`src/rtl/wbc_per_pkg.sv`:
```
// Shared definitions for the peripheral-interconnect slaves: bus widths,
// the RAM bridge state encoding and the common address-window decoder.
package wbc_per_pkg;

    localparam int WB_DW   = 32;
    localparam int WB_AW   = 32;
    localparam int WB_SELW = 4;

    typedef enum logic {
        BR_IDLE,
        BR_RESP
    } br_state_t;

    // True when the byte address falls inside the window that starts at base
    // and spans 2**(aw+2) bytes; only the bits above the window are compared.
    function automatic logic in_window(input logic [WB_AW-1:0] adr,
                                       input logic [WB_AW-1:0] base,
                                       input int               aw);
        return (adr >> (aw + 2)) == (base >> (aw + 2));
    endfunction

endpackage

```
`src/rtl/wb_ram_bridge.sv`:
```
// Wishbone classic slave driving a single-port RAM with registered read data.
// Every accepted strobe is answered one cycle later, which lines the ack up
// with the RAM's read latency; out-of-window or empty-select accesses get err.
module wb_ram_bridge
    import wbc_per_pkg::*;
#(
    parameter int                ADDR_W    = 12,
    parameter logic [WB_AW-1:0]  BASE_ADDR = 32'h0000_0000
) (
    input  logic                clk_i,
    input  logic                rst_i,
    input  logic                wb_cyc_i,
    input  logic                wb_stb_i,
    input  logic                wb_we_i,
    input  logic [WB_AW-1:0]    wb_adr_i,
    input  logic [WB_SELW-1:0]  wb_sel_i,
    input  logic [WB_DW-1:0]    wb_dat_i,
    output logic [WB_DW-1:0]    wb_dat_o,
    output logic                wb_ack_o,
    output logic                wb_err_o,
    output logic                ram_we_o,
    output logic [ADDR_W-1:0]   ram_adr_o,
    output logic [WB_SELW-1:0]  ram_be_o,
    output logic [WB_DW-1:0]    ram_dat_o,
    input  logic [WB_DW-1:0]    ram_dat_i
);

    br_state_t state;
    br_state_t state_next;
    logic      req;
    logic      hit;
    logic      bad;
    logic      resp_err;
    logic      resp_we;

    assign req = wb_cyc_i & wb_stb_i;
    assign hit = in_window(wb_adr_i, BASE_ADDR, ADDR_W);
    assign bad = !hit | (wb_sel_i == '0);

    // The RAM sees the bus address, lanes and data directly; only the write
    // enable is qualified, so reads need no extra register stage.
    assign ram_adr_o = wb_adr_i[ADDR_W+1:2];
    assign ram_be_o  = wb_sel_i;
    assign ram_dat_o = wb_dat_i;

    // State register plus the attributes of the accepted access that the
    // response cycle needs (error flag and direction).
    always_ff @(posedge clk_i) begin
        if (rst_i) begin
            state    <= BR_IDLE;
            resp_err <= 1'b0;
            resp_we  <= 1'b0;
        end else begin
            state <= state_next;
            if (state == BR_IDLE && req) begin
                resp_err <= bad;
                resp_we  <= wb_we_i;
            end
        end
    end

    // Accept in IDLE, answer in RESP; dropping cyc during RESP silently aborts.
    always_comb begin
        state_next = state;
        ram_we_o   = 1'b0;
        wb_ack_o   = 1'b0;
        wb_err_o   = 1'b0;
        wb_dat_o   = '0;
        case (state)
            BR_IDLE: begin
                if (req) begin
                    state_next = BR_RESP;
                end
                ram_we_o = req & wb_we_i & !bad & !rst_i;
            end
            BR_RESP: begin
                state_next = BR_IDLE;
                wb_ack_o   = !resp_err & wb_cyc_i & !rst_i;
                wb_err_o   = resp_err & wb_cyc_i & !rst_i;
                if (wb_ack_o && !resp_we) begin
                    wb_dat_o = ram_dat_i;
                end
            end
            default: begin
                state_next = BR_IDLE;
            end
        endcase
    end

endmodule

```
`config.mk`:
```
export PLATFORM = sky130hd
export DESIGN_NAME = wb_ram_bridge
export DESIGN_NICKNAME = d
export VERILOG_FILES = /design/src/rtl/wbc_per_pkg.sv /design/src/rtl/wb_ram_bridge.sv
export SDC_FILE = /design/constraint.sdc
export NUM_CORES = 1
export LEC_CHECK = 0
export ABC_AREA = 1
export CAP_MARGIN = 25
export CORE_AREA = 2 2 74 76
export DETAILED_ROUTE_END_ITERATION = 10
export DIE_AREA = 0 0 76 78
export DONT_BUFFER_PORTS = 1
export PLACE_DENSITY = 0.3
export SYNTH_ARGS = -nofsm -noshare
export SYNTH_HDL_FRONTEND = slang
export SYNTH_SLANG_ARGS = --single-unit
```
`constraint.sdc`:
```
create_clock -name clk_i -period 2.15 [get_ports clk_i]
set_input_delay 0.3225 -clock clk_i [delete_from_list [all_inputs] [get_ports clk_i]]
set_output_delay 0.3225 -clock clk_i [all_outputs]
set_load 0.02 [all_outputs]
```
==> results of run 1 <==
[worst max-delay path by stage]
stage              endpoint  slack, ps  depth (start not counted)
3_5_place_dp   wb_dat_o[24]        540                          4
2_1_floorplan  wb_dat_o[10]        600                          5
6_report       wb_dat_o[24]        350                          4
3_3_place_gp   wb_dat_o[24]        530                          4
4_1_cts        wb_dat_o[24]        310                          4
5_1_grt        wb_dat_o[24]        210                          4
[power groups by stage]
stage                     Sequential, mW  Combinational (mW)  Clock [mW]
after detailed placement          0.0623              0.0447           0
after floorplan                   0.0619               0.171           0
final                             0.0615              0.0442       0.161
after CTS                         0.0616              0.0449       0.166
after global routing              0.0621              0.0501       0.171
after global placement            0.0624              0.0447           0
[cell families after synthesis]
logic type / Yosys count / share of synthesized area
and+or+nand+nor: 65 / 0.333
DFF: 3 / 0.0667
buffers and inverters: 90 / 0.600
[flip-flops by register name, indices dropped and copies added, names as in the netlist]
register,cells
resp_err,1
resp_we,1
state,1
[cell usage after synthesis]
library cell,count
buf_4,48
buf_6,3
dfxtp_1,3
inv_1,39
nand2_1,11
nand2_4,1
nand3_1,4
nor2_1,36
nor2_2,10
nor3_4,1
nor3b_1,1
or2_2,1
[worst reg2reg max path: cells and delay by family, from the launching register on]
kind / cells / cell delay (ps)
buffers and inverters: 1 / 50
AND/OR/NAND/NOR: 4 / 430
flip-flops: 1 / 300
[routing by layer]
metal / GRT usage / wire length [µm] / up-vias
met3: 0.0291 / 315 / 16
met1: 0.0585 / 700 / 236
met4: 0.0400 / 53 / 0
met2: 0.0723 / 754 / 96
li1: - / - / 300
met5: 0 / 0 / -
[area by class of cell]
class,count,share of cell area
multi-input combinational,65,0.459
inverter,39,0.224
tap,70,0.134
sequential,3,0.0918
clock buffer,4,0.0688
timing repair buffer,2,0.0229
[stage by stage]
step / hold WS, ps / area [µm²] / cells / setup WS [ps]
6_report: 208 / 654 / 183 / 350
3_5_place_dp: 428 / 609 / 179 / 536
3_3_place_gp: 431 / 609 / 179 / 526
2_1_floorplan: 418 / 901 / 158 / 604
4_1_cts: 202 / 654 / 183 / 309
5_1_grt: 207 / 654 / 183 / 214
==> key figures, run 1 <==
Run status
  • Status: finished, final reports clean

Cells and area
  • Area Overhead vs Synth: -27.4%
  • Filler cell count: 587
  • Fin util: 0.130
  • Layout cells sized above 1: 0.159
  • Post-layout nets: 219
  • Commonest non-fill, non-tap cells in the layout: inv_1 (39), nor2_1 (36), nand2_1 (11)
  • Commonest non-fill, non-tap cell in the layout: inv_1
  • ANT cells: 0
  • FF+latch area: 60.1 µm²
  • Multi-input gate area: 300 µm²

Die
  • # IOs: 188
  • Die height: just under 80 µm
  • CORE AREA: around 5000 µm²
  • Die ar.: slightly below 6000 µm²
  • Row count: 26
  • Starting Density: 0.179
  • Die Width: roughly 76 µm

Drt
  • Iteration-0 DRC Markers: 16
  • Routed WL: 1.82 mm
  • ANT nets after route: 0
  • Drc violations: 0
  • Initial DRT Pass Iterations: 2
  • DR vias: ~650
  • Drt via density: between 3 and 4
  • Per-cell routed wire length: 9.96 µm

CTS
  • CTS Hold Bufs: 0
  • Clock insertion delay at the later pin of the skew report: between 200 and 250 ps
  • Clock buffers created by TritonCTS: 3
  • Post-CTS Resized: 0
  • Reg clk slew, reported paths: about 30 ps
  • CTS tree: yes
  • Bufs on Longest Clock Path: 2
  • Clock root buffer master: clkbuf_8
  • H-tree Lvls: 1
  • CTS Sinks: 3
  • Setup bufs post-CTS: 0

Setup path
  • Worst setup EP type: primary output
  • Critical path, cell by cell: nand2_1 > nor3_4 > nand2_4 > nor2_1
  • CP bufs+invs: 0
  • Worst Reg-to-Reg Cells: 5
  • CP max stage delay: 410 ps
  • Crit path required time: 1830 ps
  • WP data arrival: 1480 ps
  • Worst setup SP type: flop
  • Slowest stage cell, crit path: nor2_1
  • Worst setup path class: reg2out
  • Flop-to-flop setup slack: 1320 ps
  • R2r endpoint: resp_we
  • Crit-path leading delay family: simple AND/OR/NAND/NOR gates
  • CP max FO: 32
  • Crit path launch: state
  • RR Startpoint: state

Place
  • GPL Wtd Cong: 0.717
  • Dpl hpwl: 1.56 mm
  • Port Buf Inserts: 0

STA
  • Slew Limit Fails: 0
  • Post-route minimum period: between 1500 and 2000 ps
  • Final Hold Violating Endpoints: 0
  • Worst-Margin Slew: 412 ps
  • RSZ-0062 raised after global routing: no
  • Crit share post-route: 0.837
  • Sum Neg Setup Slack: 0 ps
  • Final setup fails: 0
  • Relative slew slack: 0.725
  • Final Skew: 1.54 ps
  • Peak Freq: 556 MHz

Global routing
  • Total gr overflow: 0
  • GRT Overall Usage: 0.0520
  • First-pass GRT wire length: approximately 2.5 mm
  • Largest net degree at the start of global routing: 33
  • Antenna violations before repair: 0
  • Number of global-route vias before repair: 545

Synth
  • Cell area after synthesis: 901 µm²
  • Top post-synthesis cells by area: buf_4 (40%), inv_1 (16%), nor2_1 (15%)
  • Synth Area per Inst: 5.70 µm²
  • Post-Syn Nets: 263
  • Flop and latch count out of synthesis: 3
  • Top cell type by total area after synthesis: buf_4
  • Post-Syn Instances: 158
  • Post-synth cell types: 12
  • Sequential share of the synthesized area: 0.0667
  • Syn. warnings: 0
  • Yosys top cell area share: 0.400

Run
  • Number of max-cap violations: 0

Power and ir drop
  • Sequential Power Share: 0.231
  • Clock share of power: 0.603
  • Comb pwr share: 0.166
  • Peak supply drop: 0.000218 V
  • Pwr Density: 407 nW/µm²
  • Sw Share: 0.251
  • Switch Pwr: 0.0668 mW
  • Internal: roughly 0.2 mW
  • Lkg Pwr: 0.386 nW
  • Final Power: 0.266 mW

Hold path
  • Hold Crit Class: in2reg
  • End of the worst hold path: state
  • Hold_sp: rst_i
  • Hold depth: 1
(Power assumes the default switching activity.)
==> inputs of run 2 (changes only) <==
CORE_AREA = 2 2 72 74   (was 2 2 74 76)
DIE_AREA = 0 0 74 76   (was 0 0 76 78)
clock period = 1.8 ns   (was 2.15 ns; I/O delays follow)
==> key figures, run 2 (synthesis results as in run 1) <==
Setup path
  • CP max stage delay: 320 ps
  • Worst setup EP type: primary output
  • Worst Reg-to-Reg Cells: 5
  • Flop-to-flop setup slack: 940 ps
  • Crit path required time: 1530 ps
  • Slowest stage cell, crit path: dfxtp_1
  • Crit-path leading delay family: simple AND/OR/NAND/NOR gates
  • CP bufs+invs: 2
  • Crit path launch: state
  • WP depth: 6
  • Worst Setup EP: wb_dat_o[6]
  • CP max FO: 16
  • Critical path, cell by cell: nand2_1 > nor3_4 > buf_4 > nand2_8 > nor2_1 > buf_4
  • R2r endpoint: resp_we
  • Cell mode on critical path: buf_4
  • RR Startpoint: state
  • Worst setup path class: reg2out
  • WP data arrival: 1410 ps
  • Worst setup SP type: flop

Die
  • Die height: about 76 µm
  • Die ar.: 5620 µm²
  • # IOs: 188
  • CORE AREA: just under 5000 µm²
  • Row count: 26
  • Starting Density: 0.183
  • Die Width: roughly 74 µm

Power and ir drop
  • Sequential Power Share: 0.221
  • Pwr Density: 384 nW/µm²
  • Sw Share: 0.259
  • Lkg Pwr: 0.520 nW
  • Comb pwr share: 0.196
  • Switch Pwr: 0.0860 mW
  • Clock share of power: 0.583
  • Peak supply drop: 0.000262 V
  • Internal: between 0.2 and 0.25 mW

Cells and area
  • Post-layout nets: 244
  • Layout cells sized above 1: 0.312
  • Cell Count, Final, Fillers Out: 208
  • Commonest non-fill, non-tap cell in the layout: inv_1
  • Area Overhead vs Synth: -4.17%
  • ANT cells: 0
  • Regs by FF count: resp_err x1, resp_we x1, state x1
  • Commonest non-fill, non-tap cells in the layout: inv_1 (39), nor2_1 (36), buf_4 (26)
  • Filler cell count: 557

CTS
  • CTS Sinks: 3
  • CTS Hold Bufs: 0
  • Reg clk slew, reported paths: 30 ps
  • Clock buffers created by TritonCTS: 3
  • Bufs on Longest Clock Path: 2
  • H-tree Lvls: 1
  • Clock root buffer master: clkbuf_8
  • Clock insertion delay at the later pin of the skew report: ~210 ps
  • CTS tree: yes

STA
  • Post-route minimum period: 1680 ps
  • Final Skew: ~2.2 ps
  • Sum Neg Setup Slack: 0 ps
  • Slew Limit Fails: 0
  • Final Hold Violating Endpoints: 0
  • Worst-Margin Slew: about 390 ps
  • Relative slew slack: 0.739
  • Peak Freq: 594 MHz
  • Setup ws final: 116 ps
  • Final setup fails: 0
  • Crit share post-route: 0.935

Global routing
  • Largest net degree at the start of global routing: 33
  • First-pass GRT wire length: 2.97 mm
  • M1 GR Usage: 0.0626
  • GRT Overall Usage: 0.0679
  • Met3 GRT Util: 0.0582
  • GRT busiest layer: met2
  • Antenna violations before repair: 0
  • Number of global-route vias before repair: 632
  • Met2 Use GR: 0.101
  • Total gr overflow: 0

Hold path
  • Hold Crit Class: in2reg
  • Hold_sp: rst_i

Place
  • GPL Wtd Cong: 0.600
  • Port Buf Inserts: 0
  • Dpl hpwl: 1.86 mm
  • Inst Count DP: 201
  • Post-place setup slack: 284 ps

Drt
  • Drc violations: 0
  • ANT nets after route: 0
  • Iteration-0 DRC Markers: 9
  • Routed WL: 2.32 mm
  • Initial DRT Pass Iterations: 4
  • Drt via density: 3.54
  • DR vias: 737
  • Per-cell routed wire length: 11.2 µm

Run status
  • Status: finished, final reports clean

Run
  • Number of max-cap violations: 0
## run 2: changes by cell type in the layout (fill, tap and decap cells not counted), sizes merged
cell / before / now
buf: 2 / 26
nand2: 12 / 13
## run 2: how the worst min path moves through the flow
stage	end	cells past startpoint
4_1_cts	state	1
5_1_grt	state	1
3_5_place_dp	state	1
6_report	state	1
3_3_place_gp	state	1
2_1_floorplan	state	1
## run 2: layout make-up
cell class,count,area (µm²),area share
tap,70,87.6,0.101
timing repair buffer,26,195,0.226
sequential,3,60.1,0.0696
inverter,39,146,0.170
clock buffer,4,45.0,0.0522
multi-input combinational,66,329,0.381
## run 2: routing by layer
metal | routed length (µm) | up-vias
li1 | - | 355
met1 | 901 | 286
met2 | 981 | 86
met3 | 398 | 10
met4 | 42 | 0
met5 | 0 | -
## run 2: per-stage QoR
step           area (µm²)  hold slack, ps  utilization  total power [mW]
2_1_floorplan         901             365            -             0.278
3_3_place_gp          774             391        0.158             0.135
3_5_place_dp          774             392        0.158             0.134
4_1_cts               820             166        0.167             0.334
5_1_grt               863             172        0.176             0.358
6_report              863             167        0.176             0.332
## run 2: power groups by stage
stage          clock network (mW)  registers, mW  logic, mW
6_report                    0.193         0.0735     0.0650
5_1_grt                     0.209         0.0743     0.0744
4_1_cts                     0.201         0.0735     0.0598
3_5_place_dp                    0         0.0744     0.0595
3_3_place_gp                    0         0.0745     0.0602
2_1_floorplan                   0         0.0739      0.204
## run 2: repair_timing
item / 4_1_cts / 5_1_grt
endpoints found under the setup margin: 0 / 16
resized for setup: 0 / 2
setup buffers: 0 / 2
hold endpoints to repair: 0 / 0
==> inputs of run 3 (changes only) <==
CTS_CLUSTER_DIAMETER = 40   (was default)
MAX_ROUTING_LAYER = met4   (was default)
==> key figures, run 3 (synthesis results as in run 1) <==
Run status
  • Status: finished, final reports clean

Power and ir drop
  • Sequential Power Share: 0.222
  • Internal: 0.246 mW
  • Pwr Density: between 300 and 400 nW/µm²
  • Clock share of power: 0.583
  • Comb pwr share: 0.196
  • Peak supply drop: 0.000262 V
  • Lkg Pwr: 0.520 nW
  • Sw Share: 0.259
  • Switch Pwr: 0.0859 mW
  • Final Power: 0.332 mW

STA
  • Sum Neg Setup Slack: 0 ps
  • Setup ws final: about 120 ps
  • Final Hold Violating Endpoints: 0
  • Final Skew: 2.16 ps
  • Peak Freq: 595 MHz
  • Worst-Margin Slew: 394 ps
  • Relative slew slack: 0.737
  • Slew Limit Fails: 0
  • Hold Worst Slack: 167 ps
  • Post-route minimum period: 1680 ps
  • Crit share post-route: 0.934
  • Final setup fails: 0

Global routing
  • Largest net degree at the start of global routing: 33
  • First-pass GRT wire length: 2.97 mm
  • Antenna violations before repair: 0
  • GRT Overall Usage: 0.0697
  • Number of global-route vias before repair: 632
  • Total gr overflow: 0

CTS
  • Bufs on Longest Clock Path: 2
  • Reg clk slew, reported paths: 30 ps
  • CTS Sinks: 3
  • H-tree Lvls: 1
  • CTS tree: yes
  • CTS Hold Bufs: 0
  • Clock insertion delay at the later pin of the skew report: ~210 ps
  • Clock buffers created by TritonCTS: 3
  • Clock root buffer master: clkbuf_8

Place
  • GPL Wtd Cong: around 0.60
  • Inst Count DP: 201
  • Port Buf Inserts: 0
  • Placed inst area: 774 µm²
  • Post-place setup slack: 284 ps
  • Dpl hpwl: 1.86 mm

Cells and area
  • Fin util: 0.176
  • Layout cells sized above 1: 0.312
  • Commonest non-fill, non-tap cell in the layout: inv_1
  • Commonest non-fill, non-tap cells in the layout: inv_1 (39), nor2_1 (36), buf_4 (26)
  • Area Overhead vs Synth: -4.17%
  • FF+latch area: 60.1 µm²
  • Cell area after layout: roughly 860 µm²
  • ANT cells: 0
  • Post-layout nets: 244
  • Cell Count, Final, Fillers Out: around 210
  • Filler cell count: 557
  • Regs by FF count: resp_err x1, resp_we x1, state x1
  • Multi-input gate area: 329 µm²

Drt
  • DR vias: 736
  • Routed WL: 2.32 mm
  • Drc violations: 0
  • ANT nets after route: 0
  • Initial DRT Pass Iterations: 4
  • Iteration-0 DRC Markers: 24
  • Per-cell routed wire length: 11.2 µm
  • Drt via density: 3.54

Setup path
  • WP depth: 6
  • Slowest stage cell, crit path: dfxtp_1
  • Crit path required time: 1530 ps
  • CP max stage delay: 320 ps
  • CP bufs+invs: 2
  • CP max FO: 16
  • Crit-path leading delay family: simple AND/OR/NAND/NOR gates
  • Worst Reg-to-Reg Cells: 5
  • Crit path launch: state
  • Worst Setup EP: wb_dat_o[6]
  • R2r endpoint: resp_we
  • Critical path, cell by cell: nand2_1 > nor3_4 > buf_4 > nand2_8 > nor2_1 > buf_4
  • Worst setup path class: reg2out
  • Cell mode on critical path: buf_4
  • Flop-to-flop setup slack: 940 ps
  • Worst setup EP type: primary output
  • WP data arrival: 1410 ps
  • Worst setup SP type: flop
  • RR Startpoint: state

Die
  • Die ar.: 5620 µm²
  • Row count: 26
  • Starting Density: 0.183
  • Die Width: 74 µm
  • CORE AREA: 4910 µm²
  • # IOs: roughly 190
  • Die height: 76 µm

Run
  • Number of max-cap violations: 0

Hold path
  • Hold Crit Class: in2reg
[run 3: cell counts in the layout (fill, tap and decap cells not counted)]
Identical to the previous run, type by type.
[run 3: power by group through the flow]
| stage | combinational, mW | sequential (mW) | clock, mW |
|---|---|---|---|
| after detailed placement | 0.0595 | 0.0744 | 0 |
| after global routing | 0.0744 | 0.0743 | 0.209 |
| after global placement | 0.0602 | 0.0745 | 0 |
| final | 0.0649 | 0.0735 | 0.193 |
| after CTS | 0.0598 | 0.0735 | 0.201 |
| after floorplan | 0.204 | 0.0739 | 0 |
[run 3: worst min-delay path by stage]
| stage | from | end | depth (start not counted) |
|---|---|---|---|
| 2_1_floorplan | rst_i | state | 1 |
| 3_3_place_gp | rst_i | state | 1 |
| 3_5_place_dp | rst_i | state | 1 |
| 4_1_cts | rst_i | state | 1 |
| 5_1_grt | rst_i | state | 1 |
| 6_report | rst_i | state | 1 |
[run 3: routing by layer]
layer | wire length, µm | up-vias | global-route usage | share of wire
li1 | - | 355 | - | -
met1 | 913 | 285 | 0.0642 | 0.39
met2 | 980 | 86 | 0.101 | 0.42
met3 | 384 | 10 | 0.0556 | 0.17
met4 | 42 | 0 | 0.0382 | 0.018
met5 | 0 | - | - | 0
[run 3: layout make-up]
cell class	instances	share of cell area
Clock buffer	4	0.0522
Tap cell	70	0.101
Inverter	39	0.170
Sequential cell	3	0.0696
Timing Repair Buffer	26	0.226
Multi-Input combinational cell	66	0.381
[run 3: what timing repair did]
action / in CTS / in global routing
endpoints found under the hold margin: 0 / 0
gates resized for setup: 0 / 2
endpoints found under the setup margin: 0 / 16
buffers inserted: 0 / 2
